==> src/rtl/sram_bridge_pkg.sv <==
// Shared definitions for the byte-lane SRAM bridge.
//   state_t       : bridge FSM states
//   lanes_of/lb_of: lane count and lane-select width for a given SRAM word width
//   extract_byte  : pick one byte lane out of a word
//   insert_byte   : overwrite one byte lane of a word
//   lane_sel      : one-hot lane enable for a lane index
// The byte helpers work on a 32-bit word so that both 16- and 32-bit
// configurations share them; callers cast to/from their own width.
package sram_bridge_pkg;

  typedef enum logic [1:0] {
    IDLE,
    RD,
    RMW_RD,
    WR
  } state_t;

  function automatic int lanes_of(input int word_w);
    return word_w / 8;
  endfunction

  function automatic int lb_of(input int word_w);
    return (word_w > 16) ? 2 : 1;
  endfunction

  function automatic logic [7:0] extract_byte(input logic [31:0] word,
                                              input logic [1:0]  lane);
    return word[{lane, 3'b000} +: 8];
  endfunction

  function automatic logic [31:0] insert_byte(input logic [31:0] word,
                                              input logic [1:0]  lane,
                                              input logic [7:0]  data);
    logic [31:0] result;
    result = word;
    result[{lane, 3'b000} +: 8] = data;
    return result;
  endfunction

  function automatic logic [3:0] lane_sel(input logic [1:0] lane);
    return 4'b0001 << lane;
  endfunction

endpackage

==> src/rtl/sram_lane_bridge_cache.sv <==
// One-word read-back cache for the SRAM lane bridge.
// Ports:
//   clk, reset      : system clock, synchronous active-high reset (clears valid)
//   inv             : clear the valid bit; beats a load in the same cycle
//   lookup_tag      : word address to compare against; hit/data are combinational
//   load            : replace the whole entry with upd_tag/load_data
//   lane_wr         : overwrite one lane if the entry is valid and tag == upd_tag
//   upd_tag         : word address for load and lane_wr
//   lane, lane_byte : lane index and byte used by lane_wr
module sram_word_cache
#(
  parameter int TAG_W  = 18,
  parameter int DATA_W = 16,
  parameter int LB     = 1
)
(
  input  logic              clk,
  input  logic              reset,
  input  logic              inv,
  input  logic [TAG_W-1:0]  lookup_tag,
  output logic              hit,
  output logic [DATA_W-1:0] data,
  input  logic              load,
  input  logic              lane_wr,
  input  logic [TAG_W-1:0]  upd_tag,
  input  logic [DATA_W-1:0] load_data,
  input  logic [LB-1:0]     lane,
  input  logic [7:0]        lane_byte
);

  logic             valid;
  logic [TAG_W-1:0] tag;

  assign hit = valid && (tag == lookup_tag);

  // A lane write only touches the entry when it already mirrors that word,
  // so a write to some other word can never corrupt the cached copy.
  // The invalidate is applied last so it wins over a load in the same cycle.
  always_ff @(posedge clk) begin
    if (reset) begin
      valid <= 1'b0;
      tag   <= '0;
      data  <= '0;
    end else begin
      if (load) begin
        valid <= 1'b1;
        tag   <= upd_tag;
        data  <= load_data;
      end else if (lane_wr && valid && (tag == upd_tag)) begin
        data[{lane, 3'b000} +: 8] <= lane_byte;
      end
      if (inv) begin
        valid <= 1'b0;
      end
    end
  end

endmodule

==> src/rtl/sram_lane_bridge.sv <==
// Bridges byte-wide CPU accesses onto a 16- or 32-bit SRAM controller.
// Handles lane selection, read-modify-write for controllers without byte
// enables, and serves byte reads from a one-word read-back cache.
// Ports:
//   clk, reset           : system clock, synchronous active-high reset
//   cpu_addr/cpu_wdata   : byte address and write byte, stable while cpu_req
//   cpu_req/cpu_we       : request and direction (1 = write)
//   cpu_rdata/cpu_ack    : read byte (held until next ack), one-cycle ack
//   cache_inv            : drop the cached word
//   sram_address         : word address to the controller
//   sram_data_write      : write word (merged word or replicated byte)
//   sram_be              : lane enables (all ones for read-modify-write)
//   sram_read/sram_write : strobes held until sram_ready
//   sram_data_read       : read word, valid with sram_ready
//   sram_ready           : one-cycle controller completion
module sram_lane_bridge
  import sram_bridge_pkg::*;
#(
  parameter int ADDR_W   = 19,
  parameter int SRAM_W   = 16,
  parameter int BYTE_EN  = 0,
  parameter int CACHE_EN = 1
)
(
  input  logic                           clk,
  input  logic                           reset,
  input  logic [ADDR_W-1:0]              cpu_addr,
  input  logic [7:0]                     cpu_wdata,
  input  logic                           cpu_req,
  input  logic                           cpu_we,
  output logic [7:0]                     cpu_rdata,
  output logic                           cpu_ack,
  input  logic                           cache_inv,
  output logic [ADDR_W-lb_of(SRAM_W)-1:0] sram_address,
  output logic [SRAM_W-1:0]              sram_data_write,
  output logic [lanes_of(SRAM_W)-1:0]    sram_be,
  output logic                           sram_read,
  output logic                           sram_write,
  input  logic [SRAM_W-1:0]              sram_data_read,
  input  logic                           sram_ready
);

  localparam int LANES  = lanes_of(SRAM_W);
  localparam int LB     = lb_of(SRAM_W);
  localparam int WORD_W = ADDR_W - LB;

  state_t             state;
  logic [LB-1:0]      lane_q;
  logic [7:0]         wbyte_q;

  logic [LB-1:0]      req_lane;
  logic [WORD_W-1:0]  req_word;
  logic [1:0]         req_lane2;
  logic [1:0]         lane_q2;

  logic               cache_hit_raw;
  logic               cache_hit;
  logic [SRAM_W-1:0]  cache_data;
  logic               cache_load;
  logic               cache_lane_wr;
  logic [SRAM_W-1:0]  cache_load_data;

  logic [SRAM_W-1:0]  merged_rd;
  logic [SRAM_W-1:0]  merged_hit;
  logic [LANES-1:0]   be_req;

  assign req_lane  = cpu_addr[LB-1:0];
  assign req_word  = cpu_addr[ADDR_W-1:LB];
  assign req_lane2 = 2'(req_lane);
  assign lane_q2   = 2'(lane_q);

  assign cache_hit  = (CACHE_EN != 0) && cache_hit_raw;
  assign merged_rd  = SRAM_W'(insert_byte(32'(sram_data_read), lane_q2, wbyte_q));
  assign merged_hit = SRAM_W'(insert_byte(32'(cache_data), req_lane2, cpu_wdata));
  assign be_req     = LANES'(lane_sel(req_lane2));

  // Decide how a completing SRAM phase refreshes the cache: reads and
  // read-modify-write phases reload the whole word, a byte-enable write only
  // patches its lane (and only if that word is already cached).
  always_comb begin
    cache_load      = 1'b0;
    cache_lane_wr   = 1'b0;
    cache_load_data = sram_data_read;
    if (sram_ready) begin
      case (state)
        RD: begin
          cache_load = 1'b1;
        end
        RMW_RD: begin
          cache_load      = 1'b1;
          cache_load_data = merged_rd;
        end
        WR: begin
          if (BYTE_EN != 0) begin
            cache_lane_wr = 1'b1;
          end else begin
            cache_load      = 1'b1;
            cache_load_data = sram_data_write;
          end
        end
        default: begin
        end
      endcase
    end
    if (CACHE_EN == 0) begin
      cache_load    = 1'b0;
      cache_lane_wr = 1'b0;
    end
  end

  sram_word_cache #(
    .TAG_W (WORD_W),
    .DATA_W(SRAM_W),
    .LB    (LB)
  ) u_cache (
    .clk       (clk),
    .reset     (reset),
    .inv       (cache_inv),
    .lookup_tag(req_word),
    .hit       (cache_hit_raw),
    .data      (cache_data),
    .load      (cache_load),
    .lane_wr   (cache_lane_wr),
    .upd_tag   (sram_address),
    .load_data (cache_load_data),
    .lane      (lane_q),
    .lane_byte (wbyte_q)
  );

  // Main bridge FSM. A request is only taken in IDLE and never in the cycle
  // that is already acknowledging the previous one, since the CPU still holds
  // cpu_req during its ack cycle. Address, lane and write byte are captured
  // on entry to any SRAM phase so the controller sees stable operands.
  always_ff @(posedge clk) begin
    if (reset) begin
      state           <= IDLE;
      cpu_ack         <= 1'b0;
      cpu_rdata       <= '0;
      sram_read       <= 1'b0;
      sram_write      <= 1'b0;
      sram_address    <= '0;
      sram_data_write <= '0;
      sram_be         <= '0;
      lane_q          <= '0;
      wbyte_q         <= '0;
    end else begin
      cpu_ack <= 1'b0;
      case (state)
        IDLE: begin
          if (cpu_req && !cpu_ack) begin
            if (!cpu_we && cache_hit) begin
              cpu_rdata <= extract_byte(32'(cache_data), req_lane2);
              cpu_ack   <= 1'b1;
            end else begin
              sram_address <= req_word;
              lane_q       <= req_lane;
              wbyte_q      <= cpu_wdata;
              if (!cpu_we) begin
                sram_read <= 1'b1;
                sram_be   <= '1;
                state     <= RD;
              end else if (BYTE_EN != 0) begin
                sram_data_write <= {LANES{cpu_wdata}};
                sram_be         <= be_req;
                sram_write      <= 1'b1;
                state           <= WR;
              end else if (cache_hit) begin
                sram_data_write <= merged_hit;
                sram_be         <= '1;
                sram_write      <= 1'b1;
                state           <= WR;
              end else begin
                sram_read <= 1'b1;
                sram_be   <= '1;
                state     <= RMW_RD;
              end
            end
          end
        end
        RD: begin
          if (sram_ready) begin
            sram_read <= 1'b0;
            cpu_rdata <= extract_byte(32'(sram_data_read), lane_q2);
            cpu_ack   <= 1'b1;
            state     <= IDLE;
          end
        end
        RMW_RD: begin
          if (sram_ready) begin
            sram_read       <= 1'b0;
            sram_data_write <= merged_rd;
            sram_write      <= 1'b1;
            state           <= WR;
          end
        end
        WR: begin
          if (sram_ready) begin
            sram_write <= 1'b0;
            cpu_ack    <= 1'b1;
            state      <= IDLE;
          end
        end
        default: begin
          state <= IDLE;
        end
      endcase
    end
  end

endmodule

==> config.mk <==
export PLATFORM = sky130hd
export DESIGN_NAME = sram_lane_bridge
export DESIGN_NICKNAME = d
export VERILOG_FILES = /design/src/rtl/sram_bridge_pkg.sv /design/src/rtl/sram_lane_bridge_cache.sv /design/src/rtl/sram_lane_bridge.sv
export SDC_FILE = /design/constraint.sdc
export NUM_CORES = 1
export LEC_CHECK = 0
export ABC_CLOCK_PERIOD_IN_PS = 5200
export BUFFER_PORTS_ARGS = -buffer_cell sky130_fd_sc_hd__buf_2
export CAP_MARGIN = 25
export CORE_ASPECT_RATIO = 1.75
export CORE_MARGIN = 8
export CORE_UTILIZATION = 61
export CTS_CLUSTER_DIAMETER = 60
export DETAILED_ROUTE_END_ITERATION = 6
export GPL_ROUTABILITY_DRIVEN = 0
export PLACE_DENSITY = 0.86
export SETUP_SLACK_MARGIN = 0.1
export SYNTH_ARGS = -nofsm -noshare
export SYNTH_HDL_FRONTEND = slang
export SYNTH_HIERARCHICAL = 1
export SYNTH_SLANG_ARGS = --single-unit
==> constraint.sdc <==
create_clock -name clk -period 5.2 [get_ports clk]
set_clock_uncertainty 0.1 [all_clocks]
set_input_delay 1.56 -clock clk [delete_from_list [all_inputs] [get_ports clk]]
set_output_delay 1.56 -clock clk [all_outputs]
set_load 0.05 [all_outputs]
=== Word-level counts from Yosys, hierarchy flattened ===
Cells that the tools add are included.

* Add/sub/neg operators: 2
* Multipliers: 0
* Div/mod/pow operators: 0
* $lt $le $gt $ge: 0
* Equal/unequal tests: 15
* Shift-type cells: 6
* Muxes and demuxes: 39
* Bitwise logic cells: 1
* Reductions and logical operators: 20

{| class="wikitable"
|+ Operators by type and width
! operator !! number
|-
| two-way mux 16 bit || 6
|-
| bitwise mux 32 bit || 2
|-
| one-hot mux 16 bit (2 select lines) || 2
|-
| variable shift 8 x 7 -> 32 bit (first input constant) || 2
|-
| indexed part select 32 x 5 -> 8 bit || 2
|-
| indexed part select 8 x 7 -> 32 bit || 2
|-
| two-way mux 8 bit || 3
|-
| == test 18 bit || 1
|-
| two-way mux 1 bit || 16
|-
| != test 2 bit (second input constant) || 8
|-
| one-hot mux 8 bit (2 select lines) || 1
|-
| negator 4 -> 7 bit || 2
|-
| two-way mux 2 bit || 5
|-
| AND reduction 4 bit || 2
|-
| AND reduction 7 bit || 1
|-
| one-hot mux 2 bit (3 select lines) || 1
|-
| AND reduction 6 bit || 1
|-
| nonzero test 2 bit || 3
|-
| OR reduction 2 bit || 3
|-
| AND reduction 5 bit || 1
|-
| == test 2 bit (second input constant) || 2
|-
| != test 2 x 1 -> 1 bit (second input constant) || 2
|-
| one-hot mux 1 bit (2 select lines) || 2
|-
| logical AND 1 bit || 3
|-
| other kinds (9) || 10
|}

* Register bits: 92
* Bits in latches: 0
* Bits in writable memories: 0
* Memory bits (read-only): 0
* Input bits: 49
* Memories: 0

=== Longest topological paths before layout ===
Gate-level depths: netlist (run 1).

* Depth after elaboration: 8
* Mapped depth: 10
* Mapped depth without buffers: 8

=== Modules after synthesis ===
Netlist (run 1), hierarchy kept.

{| class="wikitable"
|+ Modules (own cells, without submodules)
! module !! times used !! cells each !! area an instance (µm²) !! seq. area each (µm²)
|-
| sram_lane_bridge || 1 || 409 || 3413.3 || 1141.1
|-
| sram_word_cache || 1 || 196 || 2016.9 || 700.7
|}

=== Least setup slack after synthesis (run 1) ===
OpenSTA, ideal clock, no wires.

* Path kind: in2reg
* Start: input port cpu_addr[3]
* End: register sram_data_write[11]
* Library setup time: 70 ps
* Arrival: 3764 ps
* Required time: 5030 ps
* Slack: 1265 ps
* Stages: 9
* Cells stage by stage: xnor2_1 nand4_1 or4_1 nor4_1 a21boi_1 or3_4 buf_6 or3_1 a21oi_1

* Cells in the longest elaborated chain, start to end: 5

{| class="wikitable"
|+ RTL lines
! item !! RTL line !! RTL
|-
| start, declared || sram_lane_bridge.sv:27 || <nowiki>input logic [ADDR_W-1:0] cpu_addr,</nowiki>
|-
| == test 18 bit * || sram_lane_bridge_cache.sv:34 || <nowiki>assign hit = valid && (tag == lookup_tag);</nowiki>
|-
| logical AND 1 bit * || sram_lane_bridge_cache.sv:34 ||
|-
| net cache_hit || sram_lane_bridge.sv:57 || <nowiki>logic cache_hit;</nowiki>
|-
| logical AND 1 bit || sram_lane_bridge.sv:151 || <nowiki>if (!cpu_we && cache_hit) begin</nowiki>
|-
| != test 2 bit (no source line) || - ||
|-
| AND reduction 6 bit (no source line) * || - ||
|-
| end signal, assigned || sram_lane_bridge.sv:163 || <nowiki>sram_data_write <= {LANES{cpu_wdata}};</nowiki>
|-
| end signal, assigned || sram_lane_bridge.sv:168 || <nowiki>sram_data_write <= merged_hit;</nowiki>
|-
| end signal, assigned || sram_lane_bridge.sv:191 || <nowiki>sram_data_write <= merged_rd;</nowiki>
|-
| end, declared || sram_lane_bridge.sv:35 || <nowiki>output logic [SRAM_W-1:0] sram_data_write,</nowiki>
|}

Mark *: on every way through the listed nets, which the timed path passes. The rest lies on a longest branch.
A chain may end at the register's enable or synchronous reset.

=== Worst setup path in the final report (run 1) ===
* Start: input port cpu_addr[1]
* End: register cpu_rdata[0]

* Cells in the longest elaborated chain, start to end: 5

{| class="wikitable"
|+ RTL lines
! item !! RTL line !! RTL
|-
| == test 18 bit || sram_lane_bridge_cache.sv:34 ||
|-
| logical AND 1 bit || sram_lane_bridge_cache.sv:34 ||
|-
| net cache_hit || sram_lane_bridge.sv:57 ||
|-
| logical AND 1 bit || sram_lane_bridge.sv:151 ||
|-
| != test 2 bit (no source line) || - ||
|-
| AND reduction 4 bit (no source line) || - ||
|-
| end signal, assigned || sram_lane_bridge.sv:152 || <nowiki>cpu_rdata <= extract_byte(32'(cache_data), req_lane2);</nowiki>
|-
| end signal, assigned || sram_lane_bridge.sv:183 || <nowiki>cpu_rdata <= extract_byte(32'(sram_data_read), lane_q2);</nowiki>
|-
| end, declared || sram_lane_bridge.sv:31 || <nowiki>output logic [7:0] cpu_rdata,</nowiki>
|}

The timed path passes the listed nets, and every way through them passes these cells.

==> results of run 1 <==
[how the worst min path moves through the flow]
| stage | startpoint | endpoint | slack, ps | cells past startpoint |
|---|---|---|---|---|
| after floorplan | u_cache/valid | u_cache/valid | 370 | 2 |
| after global placement | sram_read | sram_read | 360 | 2 |
| after detailed placement | sram_read | sram_read | 370 | 2 |
| after CTS | sram_read | sram_read | 380 | 2 |
| after global routing | sram_read | sram_read | 400 | 2 |
| final | sram_read | sram_read | 380 | 2 |
[power by group]
group	total [W]	internal (W)	switching, W
Clock	0.000669	0.000375	0.000294
Sequential	0.000969	0.000841	0.000127
Combinational	0.00161	0.000551	0.00106
Total	0.00324	0.00177	0.00148
[critical path, delay by kind of cell]
| kind | cells | cell delay [ps] |
|---|---|---|
| AO/OA/AOI/OAI | 1 | 600 |
| XOR/XNOR | 1 | 250 |
| multiplexers | 1 | 260 |
| AND/OR/NAND/NOR | 5 | 1520 |
| buffers and inverters | 1 | 110 |
[layout make-up]
class / count / area (um2) / share of cell area (%)
well taps: 117 / 146 / 2.35
clock buffers: 9 / 225 / 3.61
clock inverters: 7 / 76.3 / 1.22
inverters: 8 / 30.0 / 0.482
flip-flops and latches: 92 / 1840 / 29.5
multi-input cells: 458 / 3350 / 53.7
repair buffers: 105 / 566 / 9.07
[registers in the layout, summed over array words and instances (netlist names), 2 cells and up]
name             count
cpu_rdata            8
sram_address        18
sram_data_write     16
state                2
u_cache/data        16
u_cache/tag         18
wbyte_q              8
[stage by stage]
stage | setup slack [ps] | cell area [um2] | utilization (%)
after floorplan | 1270 | 5430 | -
after global placement | 798 | 5900 | 68.1
after detailed placement | 668 | 5920 | 68.3
after CTS | 990 | 6220 | 71.7
after global routing | 831 | 6240 | 71.9
final | 979 | 6240 | 71.9
[per-layer routing]
layer	GRT usage [%]	share of wire, %	wire (um)
met1	27.0	38	5890
met2	44.0	53	8130
met3	4.13	5.4	832
met4	13.5	3.5	533
met5	0	0	0
[cell families (layout without fill, tap and decap cells)]
| logic type | Yosys count | in the layout | synth area share (%) |
|---|---|---|---|
| compound gates | 161 | 161 | 21.1 |
| simple gates | 160 | 160 | 14.9 |
| mux | 100 | 100 | 19.2 |
| flops | 92 | 92 | 33.9 |
| buf+inv | 55 | 129 | 4.59 |
| xor+xnor | 29 | 29 | 4.68 |
| fa+ha+maj | 7 | 7 | 1.61 |
| other cells | 1 | 1 | 0.0691 |
[layout by cell type (no fill, tap or decap), types with 3 or more instances in the layout]
master,n
dfxtp_1,92
xnor2_1,23
a22oi_1,32
o21ai_0,10
mux2_2,31
nand4_1,6
inv_1,7
ha_1,7
nor2b_1,4
xor2_1,6
o21ai_1,24
buf_2,95
mux2i_1,68
nand2b_1,5
nand2_1,74
or3_1,16
a21oi_1,47
buf_4,8
clkbuf_16,9
nor2b_4,3
nor2_1,34
nor4_4,3
a311oi_1,17
a211oi_2,16
nand3_1,3
==> flow_summary.yaml, run 1 <==
outcome:
  status: "completed"
place:
  port_buffers: 95
  dp.cells: 779
  dp_hpwl_um: 11000
worst_setup_path:
  end_kind: "flip-flop"
  slowest_delay_ps: 600
  regToRegStartpoint: "u_cache/tag[0]"
  critical_path_class: "primary input to flip-flop"
  critPathCapture: "cpu_rdata[0]"
  startpoint_type: "primary input"
  cp_data_arrival_time_ps: 4310
  worstPathRequired_ps: 5290
  rrSetupSlack_ps: 1940
  r2r_end: "cpu_rdata[0]"
  critPathSlowestCell: "a21oi_2"
  crit_path_start: "cpu_addr[1]"
  crit_path_max_fanout: 8
  crit_chain: "buf_2, xnor2_1, nand4_1, or4_1, nor4_1, nand4bb_1, a21oi_2, mux2i_1, nor2_1"
  reg2regPathDepth: 8
drt:
  ant_nets: 0
  drc_errors: 0
  dr.first_iter.drc_count: 426
  dr.pass1.iters: 5
  wirelength_um: 15400
  dr_total_vias: 5011
  wl_per_cell_um: 19.3
  vias_per_cell: 6.30
clock_tree:
  cts_sinks: 92
  clk-insertion-delay-late_ps: 350
  cts_setup_buffers: 0
  cts_tree: "yes"
  clockRootBuffer: "clkbuf_16"
  ctsHoldBuffers: 0
  clk_pin_slew_ps: 60
  htreeDepth: 3
  clockBufferDepth: 2
  cts_resized: 0
  cts_buffers: 9
floorplan:
  die_w_um: 87.3
  fp.dieArea_mm2: 0.0123
  dieHeight_um: 141
  start_util_pct: 62.6
  ios: 96
  core-area_mm2: 0.00867
  num_rows: 45
sta:
  tightest_slew_ps: 1020
  slew_headroom_pct: 31.6
  setup_viol: 0
  hold_violations: 0
  rsz0062_at_grt: "no"
  fmax_mhz: 237
  holdWs_ps: 376
  fin_crit_sh_pct: 81.2
  maxSlewViolCount: 0
  fin_crit_ps: 4220
  tns_ps: 0
yosys:
  synth_ff_type: "dfxtp_1"
  yosysTopAreaCellShare_pct: 33.9
  synth-seq-cells: 92
  seq_area_frac_synth_pct: 33.9
  yosysMostFrequentCell: "dfxtp_1"
  synth_cell_types: 52
  ys_top_cells_by_area: "dfxtp_1 (34%), mux2i_1 (13%), mux2_2 (6.4%)"
  synth.yosys.warnings: 6
  yosys.area.top_type: "dfxtp_1"
  syn-cell-area_mm2: 0.00543
  synthArstFlopShare_pct: 0
  yosys-top-cells-count: "dfxtp_1 (92), nand2_1 (74), mux2i_1 (68)"
  syn_area_per_cell_um2: 8.98
  netlist_instances: 605
  synth_edf_count: 0
  synth_nets: 661
finish:
  fin_nets: 730
  antennaDiodeCount: 0
  syn2layout_area_growth_pct: 14.8
  nFillCells: 681
  drive_gt1_share_pct: 27.0
  final_cells: 796
global_routing:
  grt_pass1_vias: 4986
  grt_max_degree: 48
  antenna_found_initial: 0
  grtUsageTotal_pct: 24.9
  grt_pass1_wl_um: 24600
  overflow: 0
power:
  cellPowerDensity_mw_per_mm2: 520
  ir_drop_mv: 0.338
  leakage_nw: 2.38
  p_total_w: 0.00324
hold_path:
  hp-class: "flip-flop to flip-flop"
job:
  maxCapViolCount: 0
Note: power is estimated with default switching activity, not from simulation.
==> run 2, diff against run 1 <==
- ABC_CLOCK_PERIOD_IN_PS: 5200 -> 3500
- CORE_UTILIZATION: 61 -> 51
- PLACE_DENSITY: 0.86 -> 0.77
- clock period: 5.2 -> 3.5 ns (I/O delays scaled with it)
==> run 2 against run 1 <==
Compared with the run above: the run now ends with DRC left; critical path depth did not move; worst hold slack got worse by 1.3 ps; total power up 48%; count of clock-buffer cells in the layout is 3 higher; first-iteration DRC count is 22% lower; cell area increased by 1.1%; via count fell by 0.74%; setup slack got worse by 800 ps; utilization down 12 points; sequential power up 49%; combinational power grew 53%; largest cell class unchanged.
==> flow_summary.yaml, run 2 (synthesis gave the netlist of run 1 again) <==
floorplan:
  ios: 96
  dieHeight_um: 153
  fp.dieArea_mm2: 0.0143
  num_rows: 50
  start_util_pct: 51.7
  die_w_um: 94
  core-area_mm2: 0.0105
place:
  dp_hpwl_um: 11500
  port_buffers: 95
  dp.cells: 798
outcome:
  violations: "DRC"
  status: "finished with violations"
global_routing:
  grtUsageTotal_pct: 21.4
  grt_pass1_vias: 5061
  grt_max_degree: 53
  grt_pass1_wl_um: 24700
  antenna_found_initial: 0
  overflow: 0
finish:
  top_regs: "sram_address: 18 flops, u_cache/tag: 18 flops"
  nFillCells: 940
  final_core_util_pct: 60.0
  final_cells: 813
  layout_commonest_cell: "buf_2"
  final_cell_mix: "buf_2 (94), dfxtp_1 (92), nand2_1 (74)"
  syn2layout_area_growth_pct: 16.1
  final-seq-area_mm2: 0.00184
  drive_gt1_share_pct: 27.2
  multi_input_area_mm2: 0.00336
  fin_nets: 736
  antennaDiodeCount: 0
power:
  cellPowerDensity_mw_per_mm2: 761
  leakage_nw: 2.41
  ir_drop_mv: 0.416
drt:
  ant_nets: 0
  wirelength_um: 15400
  dr.first_iter.drc_count: 334
  routed.top_layer: "met4"
  dr_total_vias: 4974
  drc_errors: 1
  wl_met3_um: 750
  vias_per_cell: 6.12
  dr.pass1.iters: 7
  wl_per_cell_um: 18.9
  wl_met2_um: 8340
  wl_met1_um: 5660
worst_setup_path:
  critPathCapture: "sram_data_write[5]"
  crit_path_max_fanout: 25
  cp_data_arrival_time_ps: 3500
  reg2regPathDepth: 8
  startpoint_type: "primary input"
  rrSetupSlack_ps: 650
  end_kind: "flip-flop"
  worstPathRequired_ps: 3680
  crit_path_start: "cpu_addr[10]"
  r2r_end: "sram_data_write[5]"
  regToRegStartpoint: "u_cache/tag[9]"
  critical_path_class: "primary input to flip-flop"
sta:
  maxSlewViolCount: 0
  tns_ps: 0
  fin_crit_sh_pct: 94.8
  fmax_mhz: 301
  setup_viol: 0
  fin_crit_ps: 3320
  tightest_slew_ps: 1060
  hold_violations: 0
  rsz0062_at_grt: "no"
  slew_headroom_pct: 28.5
clock_tree:
  cts_setup_buffers: 0
  ctsHoldBuffers: 0
  cts_resized: 0
  cts_tree: "yes"
  clk_pin_slew_ps: 70
  clockBufferDepth: 2
  clockRootBuffer: "clkbuf_16"
  clk-insertion-delay-late_ps: 340
  cts_sinks: 92
  htreeDepth: 3
  cts_buffers: 9
job:
  maxCapViolCount: 0
hold_path:
  hp-class: "flip-flop to flip-flop"
run 2: cell types whose count changed in the layout (fill, tap and decap cells not counted), moves of 2 or more:
cell      previous run  this run
clkbuf_1             0         2
buf_12               0         4
clkinv_4             2         0
buf_4                8        12
run 2: how the worst min path moves through the flow:
stage / from / endpoint / slack (ps) / depth (start not counted)
2_1_floorplan: u_cache/valid / u_cache/valid / 370 / 2
3_3_place_gp: sram_read / sram_read / 360 / 2
3_5_place_dp: sram_read / sram_read / 370 / 2
4_1_cts: sram_read / sram_read / 380 / 2
5_1_grt: sram_read / sram_read / 420 / 2
6_report: sram_read / sram_read / 370 / 2
run 2: through the flow:
stage	setup WS (ps)	area [um2]	hold WS, ps	power, W
after global routing	114	6310	418	0.00505
after floorplan	211	5440	366	0.00328
after global placement	-125	6030	358	0.00383
after detailed placement	-168	6030	373	0.00390
after CTS	189	6290	380	0.00478
final	182	6310	375	0.00480
run 2: per-layer routing:
| layer | vias up | global-route usage [%] |
|---|---|---|
| met5 | - | 0 |
| met4 | 0 | 12.4 |
| met3 | 48 | 4.14 |
| met2 | 172 | 39.5 |
| met1 | 2411 | 20.9 |
| li1 | 2343 | - |
run 2: final cells by class:
cell class	count	area share, %
Clock inverter	2	0.198
Tap cell	130	2.58
Timing Repair Buffer	111	10.4
Sequential cell	92	29.2
Multi-Input combinational cell	458	53.2
Inverter	8	0.476
Clock buffer	12	3.91
run 2: worst max-delay path: stages:
cell and delay, ps:
buf_2 120, xnor2_1 260, nand4_1 120, or4_1 590, nor4_2 220, a21boi_1 130
or3_4 460, or3_1 390, a21oi_1 140
run 2: where the power goes:
part	switching [W]	leakage (nW)	internal, W
combinational	0.00157	1.54	0.000901
clock	0.000394	0.125	0.000492
sequential	0.000194	0.750	0.00125
total	0.00216	2.41	0.00264
